<file path="config.mk">
export PLATFORM = sky130hd
export DESIGN_NAME = counter_ctrl_receiver
export DESIGN_NICKNAME = d
export VERILOG_FILES = /design/src/rtl/counter_ctrl_receiver_pkg.sv /design/src/rtl/counter_ctrl_receiver_checker.sv /design/src/rtl/counter_ctrl_receiver.sv
export SDC_FILE = /design/constraint.sdc
export NUM_CORES = 1
export LEC_CHECK = 0
export ABC_AREA = 1
export CAP_MARGIN = 0
export CORE_MARGIN = 2
export CORE_UTILIZATION = 47
export CTS_BUF_LIST = sky130_fd_sc_hd__clkbuf_16
export DETAILED_ROUTE_END_ITERATION = 16
export PLACE_DENSITY_LB_ADDON = 0.3
export SYNTH_ARGS = -nofsm -noshare
export SYNTH_HDL_FRONTEND = slang
export SYNTH_SLANG_ARGS = --single-unit
</file>
<file path="constraint.sdc">
create_clock -name clk -period 1.85 [get_ports clk]
set_clock_uncertainty 0.05 [all_clocks]
set_input_delay 0.37 -clock clk [delete_from_list [all_inputs] [get_ports clk]]
set_output_delay 0.37 -clock clk [all_outputs]
set_load 0.005 [all_outputs]
</file>
<file path="src/rtl/counter_ctrl_receiver_pkg.sv">
// Shared definitions for the counter control receiver: FSM states, error bit
// positions, default count range and the range helper.
package counter_ctrl_receiver_pkg;

  localparam int MIN_VAL_DEF = 1;
  localparam int MAX_VAL_DEF = 12;
  localparam int WRAP_W_DEF  = 8;

  localparam logic [1:0] ST_UNSYNC = 2'd0;
  localparam logic [1:0] ST_SYNC   = 2'd1;
  localparam logic [1:0] ST_FAULT  = 2'd2;

  typedef enum logic [1:0] {
    UNSYNC = ST_UNSYNC,
    SYNC   = ST_SYNC,
    FAULT  = ST_FAULT
  } state_e;

  localparam int ERR_RANGE    = 0;
  localparam int ERR_OVERRUN  = 1;
  localparam int ERR_MISMATCH = 2;

  function automatic logic in_range(input logic [3:0] v,
                                    input logic [3:0] lo,
                                    input logic [3:0] hi);
    return (v >= lo) && (v <= hi);
  endfunction

endpackage

</file>
<file path="src/rtl/counter_ctrl_receiver_checker.sv">
// Error detection and UNSYNC/SYNC/FAULT state machine for the receiver.
// Flags and state are registered; wrap_hit is a same-cycle qualifier for the top.
module ctrl_checker
  import counter_ctrl_receiver_pkg::*;
#(
  parameter int MIN_VAL = MIN_VAL_DEF,
  parameter int MAX_VAL = MAX_VAL_DEF
) (
  input  logic       clk,
  input  logic       reset_n,
  input  logic       c_enable,
  input  logic       c_load,
  input  logic [3:0] c_d,
  input  logic [3:0] q_ref,
  input  logic [3:0] count,
  input  logic       clr_err,
  output logic       sync,
  output logic       fault,
  output logic [2:0] err_flags,
  output logic       wrap_hit
);

  localparam logic [3:0] MIN4 = 4'(MIN_VAL);
  localparam logic [3:0] MAX4 = 4'(MAX_VAL);

  state_e     state_q, state_d;
  logic       first_q, first_d;
  logic [2:0] err_q, err_d;
  logic [2:0] new_err_s;
  logic       wrap_hit_s;

  // Next-state, error detection and legal-wrap qualification
  always_comb begin
    state_d    = state_q;
    first_d    = 1'b0;
    new_err_s  = 3'b000;
    wrap_hit_s = 1'b0;
    case (state_q)
      UNSYNC: begin
        if (c_load) begin
          if (in_range(c_d, MIN4, MAX4)) begin
            state_d = SYNC;
            first_d = 1'b1;
          end else begin
            new_err_s[ERR_RANGE] = 1'b1;
          end
        end else begin
          state_d = UNSYNC;
        end
      end
      SYNC: begin
        new_err_s[ERR_RANGE]    = c_load && !in_range(c_d, MIN4, MAX4);
        new_err_s[ERR_OVERRUN]  = c_enable && !c_load && (count == MAX4);
        // q_ref lags our count by one cycle right after entry, so skip it once
        new_err_s[ERR_MISMATCH] = !first_q && (q_ref != count);
        wrap_hit_s = c_enable && c_load && (c_d == MIN4) && (count == MAX4);
        if (new_err_s != 3'b000) begin
          state_d = FAULT;
        end else begin
          state_d = SYNC;
        end
      end
      FAULT: begin
        if (clr_err) begin
          state_d = UNSYNC;
        end else begin
          state_d = FAULT;
        end
      end
      default: begin
        state_d = UNSYNC;
      end
    endcase
    if (clr_err) begin
      err_d = new_err_s;
    end else begin
      err_d = err_q | new_err_s;
    end
  end

  // State, first-cycle marker and sticky error flags
  always_ff @(posedge clk or negedge reset_n) begin
    if (!reset_n) begin
      state_q <= UNSYNC;
      first_q <= 1'b0;
      err_q   <= 3'b000;
    end else begin
      state_q <= state_d;
      first_q <= first_d;
      err_q   <= err_d;
    end
  end

  assign sync      = (state_q == SYNC);
  assign fault     = (state_q == FAULT);
  assign err_flags = err_q;
  assign wrap_hit  = wrap_hit_s;

endmodule

</file>
<file path="src/rtl/counter_ctrl_receiver.sv">
// Receiver side of a counter control link: tracks the initiator's count locally,
// counts legal wraps and flags protocol errors through ctrl_checker.
module counter_ctrl_receiver
  import counter_ctrl_receiver_pkg::*;
#(
  parameter int MIN_VAL = MIN_VAL_DEF,
  parameter int MAX_VAL = MAX_VAL_DEF,
  parameter int WRAP_W  = WRAP_W_DEF
) (
  input  logic              clk,
  input  logic              reset_n,
  input  logic              c_enable,
  input  logic              c_load,
  input  logic [3:0]        c_d,
  input  logic [3:0]        q_ref,
  input  logic              clr_err,
  output logic [3:0]        count,
  output logic              sync,
  output logic [2:0]        err_flags,
  output logic              fault,
  output logic [WRAP_W-1:0] wrap_cnt
);

  localparam logic [WRAP_W-1:0] WRAP_ONE = {{(WRAP_W-1){1'b0}}, 1'b1};
  localparam logic [WRAP_W-1:0] WRAP_MAX = {WRAP_W{1'b1}};

  logic [3:0]        count_q, count_d;
  logic [WRAP_W-1:0] wrap_q, wrap_d;
  logic              wrap_hit_s;

  ctrl_checker #(
    .MIN_VAL(MIN_VAL),
    .MAX_VAL(MAX_VAL)
  ) u_checker (
    .clk      (clk),
    .reset_n  (reset_n),
    .c_enable (c_enable),
    .c_load   (c_load),
    .c_d      (c_d),
    .q_ref    (q_ref),
    .count    (count_q),
    .clr_err  (clr_err),
    .sync     (sync),
    .fault    (fault),
    .err_flags(err_flags),
    .wrap_hit (wrap_hit_s)
  );

  // Local counter (load beats enable) and saturating wrap counter
  always_comb begin
    if (c_load) begin
      count_d = c_d;
    end else if (c_enable) begin
      count_d = count_q + 4'd1;
    end else begin
      count_d = count_q;
    end
    if (wrap_hit_s && (wrap_q != WRAP_MAX)) begin
      wrap_d = wrap_q + WRAP_ONE;
    end else begin
      wrap_d = wrap_q;
    end
  end

  // Counter registers
  always_ff @(posedge clk or negedge reset_n) begin
    if (!reset_n) begin
      count_q <= 4'd0;
      wrap_q  <= {WRAP_W{1'b0}};
    end else begin
      count_q <= count_d;
      wrap_q  <= wrap_d;
    end
  end

  assign count    = count_q;
  assign wrap_cnt = wrap_q;

endmodule

</file>
# Word-level counts from Yosys, hierarchy flattened
# Index checks and enable logic that the tools add are counted.
dict set report classes {
  add_sub_neg 2
  n_lt_le_gt_ge 2
  eq_ne 7
  mux 16
  bitwise 1
  n_reduce_logical 15
}
# operator n
set op_table {}
lappend op_table {{2-to-1 mux 2 bit} 5}
lappend op_table {{logical AND 1 bit} 9}
lappend op_table {{adder 8 x 1 -> 8 bit, second input constant} 1}
lappend op_table {{2-to-1 mux 4 bit} 2}
lappend op_table {{!= test 8 bit, second input constant} 1}
lappend op_table {{2-to-1 mux 1 bit} 6}
lappend op_table {{case mux 2 bit (3 select lines)} 1}
lappend op_table {{adder 4 x 1 -> 4 bit, second input constant} 1}
lappend op_table {{equality test 4 x 1 -> 1 bit, second input constant} 1}
lappend op_table {{equality test 4 bit, second input constant} 1}
lappend op_table {{>= comparator 4 x 1 -> 1 bit, second input constant} 1}
lappend op_table {{less-or-equal comparator 4 bit, second input constant} 1}
lappend op_table {{!= test 4 bit} 1}
lappend op_table {{zero test 1 bit} 3}
lappend op_table {{2-to-1 mux 3 bit} 1}
lappend op_table {{!= test 3 x 2 -> 1 bit, second input constant} 1}
lappend op_table {{bitwise OR 3 bit} 1}
lappend op_table {{nonzero test 3 bit} 1}
lappend op_table {{equality test 2 x 1 -> 1 bit, second input constant} 1}
lappend op_table {{equality test 2 bit, second input constant} 1}
lappend op_table {{zero test 2 bit} 1}
lappend op_table {{case mux 1 bit (2 select lines)} 1}
lappend op_table {{nonzero test 2 bit} 1}
dict set report totals {
  regBits 18
  input_bits 13
  out_inout_bits 17
  word_cells 48
}

# Depth between registers and ports, before layout
# Gate-level depths: netlist of the first run.
dict set report logic_depth {
  depth_word 7
  mapped_depth 10
}

# Modules after synthesis
# A second synthesis of the first run with hierarchy kept.
dict set report unflattened {
  cells_unflattened 158
  hier_area_um2 1117.3
}
# mod n_inst cells_per_inst area_each_um2 seq_area_each_um2
set modules_own_cells {}
lappend modules_own_cells {counter_ctrl_receiver 1 87 700.7 300.3}
lappend modules_own_cells {ctrl_checker 1 71 416.6 150.1}

# Least setup slack after synthesis of the first run
# Ideal clock, no wire load.
dict set report synth_path {
  kind {register to register}
  startpoint {reg wrap_q[0] (netlist: wrap_cnt[0])}
  endpoint {reg wrap_q[6] (netlist: wrap_cnt[6])}
  setup_ns 0.116
  arrival_ns 1.153
  path_slack_ns 0.531
  stages_incl_launch_ff 9
  n_path_buf 0
  period_less_slack_ns 1.319
  path_cell_list {dfrtp_1 ha_1 nand2_1 nor2_2 nand4_1 inv_1 nor2_4 nand2_1 nand2_1}
}
dict set report synth_via {
  elab_chain_cells 2
  elab_cells_between_ends 3
  cone_classes {add/sub: 1; eq/ne: 1; reduce/logical: 1}
}
# item line
set synth_rtl {}
lappend synth_rtl {{start, declared} counter_ctrl_receiver.sv:28} ;# logic [WRAP_W-1:0] wrap_q, wrap_d;
lappend synth_rtl {{start signal, assigned} counter_ctrl_receiver.sv:69} ;# wrap_q <= {WRAP_W{1'b0}};
lappend synth_rtl {{start signal, assigned} counter_ctrl_receiver.sv:72} ;# wrap_q <= wrap_d;
lappend synth_rtl {{branches (longest 2 deep; another with adder 8 x 1 -> 8 bit)} -}
# Parallel ways; which one is timed is not known.
# A chain may end at the register's enable or synchronous reset.

# Worst setup path in the final report of the first run
dict set report layout_path {
  startpoint {reg u_checker.state_q[1]}
  endpoint {out fault}
}
dict set report layout_via {
  elab_chain_cells 1
}
# item line
set layout_rtl {}
lappend layout_rtl {{start, declared} counter_ctrl_receiver_checker.sv:26} ;# state_e state_q, state_d;
lappend layout_rtl {{start signal, assigned} counter_ctrl_receiver_checker.sv:88} ;# state_q <= state_d;
lappend layout_rtl {{equality test 2 bit} counter_ctrl_receiver_checker.sv:95} ;# assign fault = (state_q == FAULT);
lappend layout_rtl {{end, declared} counter_ctrl_receiver.sv:20} ;# output logic fault,
# No other way between the ends.

==> results.cfg, run 1 <==
[status]
status = completed

[global_routing]
grt_util_met3_pct = 4.86
grt_pass1_wl_um = 4260
antenna_found_initial = 0
gr-total-overflow = 0
grt_busiest_layer = met2
use_met1_pct = 26.2
grt_start_max_net_pins = 19
use_met2_pct = 37.9
grt_usage_pct = 21.7
grt_pass1_vias = 1038

[clocking]
cts_tree = built
clk-insertion-delay-late_ns = 0.24
path_clk_slew_ns = 0.05
h-tree-depth = 1
cts_hold_buffers = 0
cts_root_buffer = clkbuf_16
cts_sinks = 18
cts_buffers = 3
post_cts_buffers = 0
ctsResizeCount = 0
clock_path_buffers = 2

[place]
pre_cts_ws_ns = 0.0562
port_buffers = 29
gp_congestion = 0.845
place_area_um2 = 1440
dp_hpwl_um = 1970

[synthesis]
synth_nets = 166
netlist_area_um2 = 1100
syn_inst = 150
syn_area_per_cell_um2 = 7.35
synth_seq_cells = 18
yosys_warnings = 0
ys_seq_area_share_pct = 40.9
ys_types = 22

[sta]
finalSetupTns_ns = 0
slew_viol_final = 0
maxSlewHeadroom_pct = 77.9
rsz0062_at_grt = no
worst_pin_slew_ns = 0.331
setup_viol = 0
max_freq_ghz = 0.569
hold_viol_final = 0
finalCritPeriodShare_pct = 94.9
period_needed_ns = 1.76
worst_slack_ns = 0.0937

[routing]
viasPerCell = 4.94
wl_per_cell_um = 12.1
drt_drc_violations_left = 0
ant_nets = 0
vias = 1068
drt_iter0_drc = 16
wl_um = 2600
first_pass_iters = 4

[power_and_ir_drop]
p_leak_uw = 0.000765
p_per_area_nw_per_um2 = 822
p_total_uw = 1270
peakVddDrop_mv = 0.432

[final_layout]
nets = 205
final_util_pct = 69.8
regArea_um2 = 450
n_antenna_cell = 0
final_area_um2 = 1540
area_growth_pct = 40.1
drive_above_1_share_pct = 9.04
fillerInstances = 193
multi_input_area_um2 = 562

[setup_path]
cp-start-kind = flip-flop
cp-end-kind = primary output
required_ns = 1.43
critPathTopFamily = buffers and inverters
crit_fanout = 4
cp.arrival_ns = 1.34
cp_slowest_cell = clkdlybuf4s50_1
worstSetupPathType = flip-flop to primary output
critPathBufInv = 2
max_stage_delay_ns = 0.51
cp_cell_sequence = inv_1 > nor2_1 > clkdlybuf4s50_1

[floorplanning]
initial_core_util_pct = 49.8
die_x_um = 52.4
core_um2 = 2210
num_rows = 17
die_h_um = 52.4
dieArea_um2 = 2750
io_pins = 30

[worst_hold_path]
min_path_type = primary input to async pin

[job]
max_cap_violations = 0
==> layout make-up <==
type                    count  share of cell area, %
inverters                  24                   5.83
flip-flops and latches     18                   29.2
repair buffers             34                   21.2
clock inverters             1                  0.243
well taps                  28                   2.27
clock buffers               3                   4.86
multi-input cells         108                   36.4
==> synthesized netlist by cell type, drive strengths merged <==
library cell | n | area share, %
nand2 | 63 | 22
inv | 24 | 8.2
dfrtp | 18 | 41
nor2 | 13 | 6.9
nand3 | 7 | 3.6
o21ai | 6 | 2.7
xnor2 | 5 | 4.0
ha | 3 | 3.4
nand4 | 3 | 3.1
o211ai | 2 | 1.4
o221ai | 2 | 1.6
a21oi | 1 | 0.45
a32o | 1 | 0.91
nor3 | 1 | 0.45
xor2 | 1 | 0.79
==> worst paths after layout <==
path                                        startpoint                     end  slack, ns  cells past startpoint
worst max-delay path              u_checker.state_q[1]                   fault       0.09                      3
worst min-delay path                           reset_n                count[2]       0.41                      2
worst max register to register    u_checker.state_q[0]             wrap_cnt[2]       0.30                      9
worst min register to register  u_checker.err_flags[2]  u_checker.err_flags[2]       0.44                      2
max in group asynchronous                      reset_n             wrap_cnt[3]       1.14                      2
min in group clk                u_checker.err_flags[2]  u_checker.err_flags[2]       0.44                      2
==> power breakdown <==
part / internal, uW / leakage (uW) / total, uW / switching (uW)
registers: 445 / 0.000239 / 494 / 48.8
logic: 192 / 0.000487 / 352 / 160
clock network: 287 / 0.0000385 / 424 / 137
==> state kept, by name (all words and copies together) (netlist names) <==
signal and cells:
wrap_cnt 8, u_checker.err_flags 3, u_checker.first_q 1, u_checker.state_q 2
count 4
==> logic make-up (layout without fill, tap and decap cells) <==
kind of cell	Yosys count	in the layout	synth area share [%]
compound gates	12	12	7.04
xor+xnor	6	6	4.77
fa+ha+maj	3	3	3.41
buf+inv	24	62	8.17
flops	18	18	40.9
simple gates	87	87	35.8
==> worst reg2reg max path, delay by kind of cell (launching register included) <==
| kind | cells | cell delay, ns |
|---|---|---|
| and+or+nand+nor | 5 | 0.62 |
| DFF | 1 | 0.39 |
| AOI/OAI and AO/OA | 1 | 0.07 |
| buffers and inverters | 3 | 0.30 |
==> metrics by stage <==
step / hold WS (ns) / cells
4_1_cts: 0.417 / 213
3_3_place_gp: 0.414 / 209
6_report: 0.413 / 216
5_1_grt: 0.448 / 216
3_5_place_dp: 0.432 / 209
2_1_floorplan: 0.0244 / 150
==> per-layer routing <==
metal,vias to the layer above,routed length [um]
met4,0,14
li1,542,-
met5,-,0
met1,497,1160
met2,27,1320
met3,2,111
==> cell usage in the layout (no fill, tap or decap), drive strengths merged <==
| cell | synthesis | layout |
|---|---|---|
| xor2 | 1 | 1 |
| clkinv | 0 | 1 |
| nand2 | 63 | 63 |
| xnor2 | 5 | 5 |
| a32o | 1 | 1 |
| o221ai | 2 | 2 |
| clkdlybuf4s50 | 0 | 29 |
| buf | 0 | 5 |
| clkbuf | 0 | 3 |
| o211ai | 2 | 2 |
| a21oi | 1 | 1 |
| nor3 | 1 | 1 |
| inv | 24 | 24 |
| nand4 | 3 | 3 |
| nor2 | 13 | 13 |
| o21ai | 6 | 6 |
| nand3 | 7 | 7 |
| ha | 3 | 3 |
| dfrtp | 18 | 18 |
Note: power is estimated with default switching activity, not from simulation.
==> run 2, diff against run 1 <==
--- a/config.mk
+++ b/config.mk
@@ -6,7 +6,6 @@
 export NUM_CORES = 1
 export LEC_CHECK = 0
 export ABC_AREA = 1
-export CAP_MARGIN = 0
 export CORE_MARGIN = 2
 export CORE_UTILIZATION = 47
 export CTS_BUF_LIST = sky130_fd_sc_hd__clkbuf_16
==> results of run 2 <==
Final layout, timing and power as in run 1 (identical DEF).
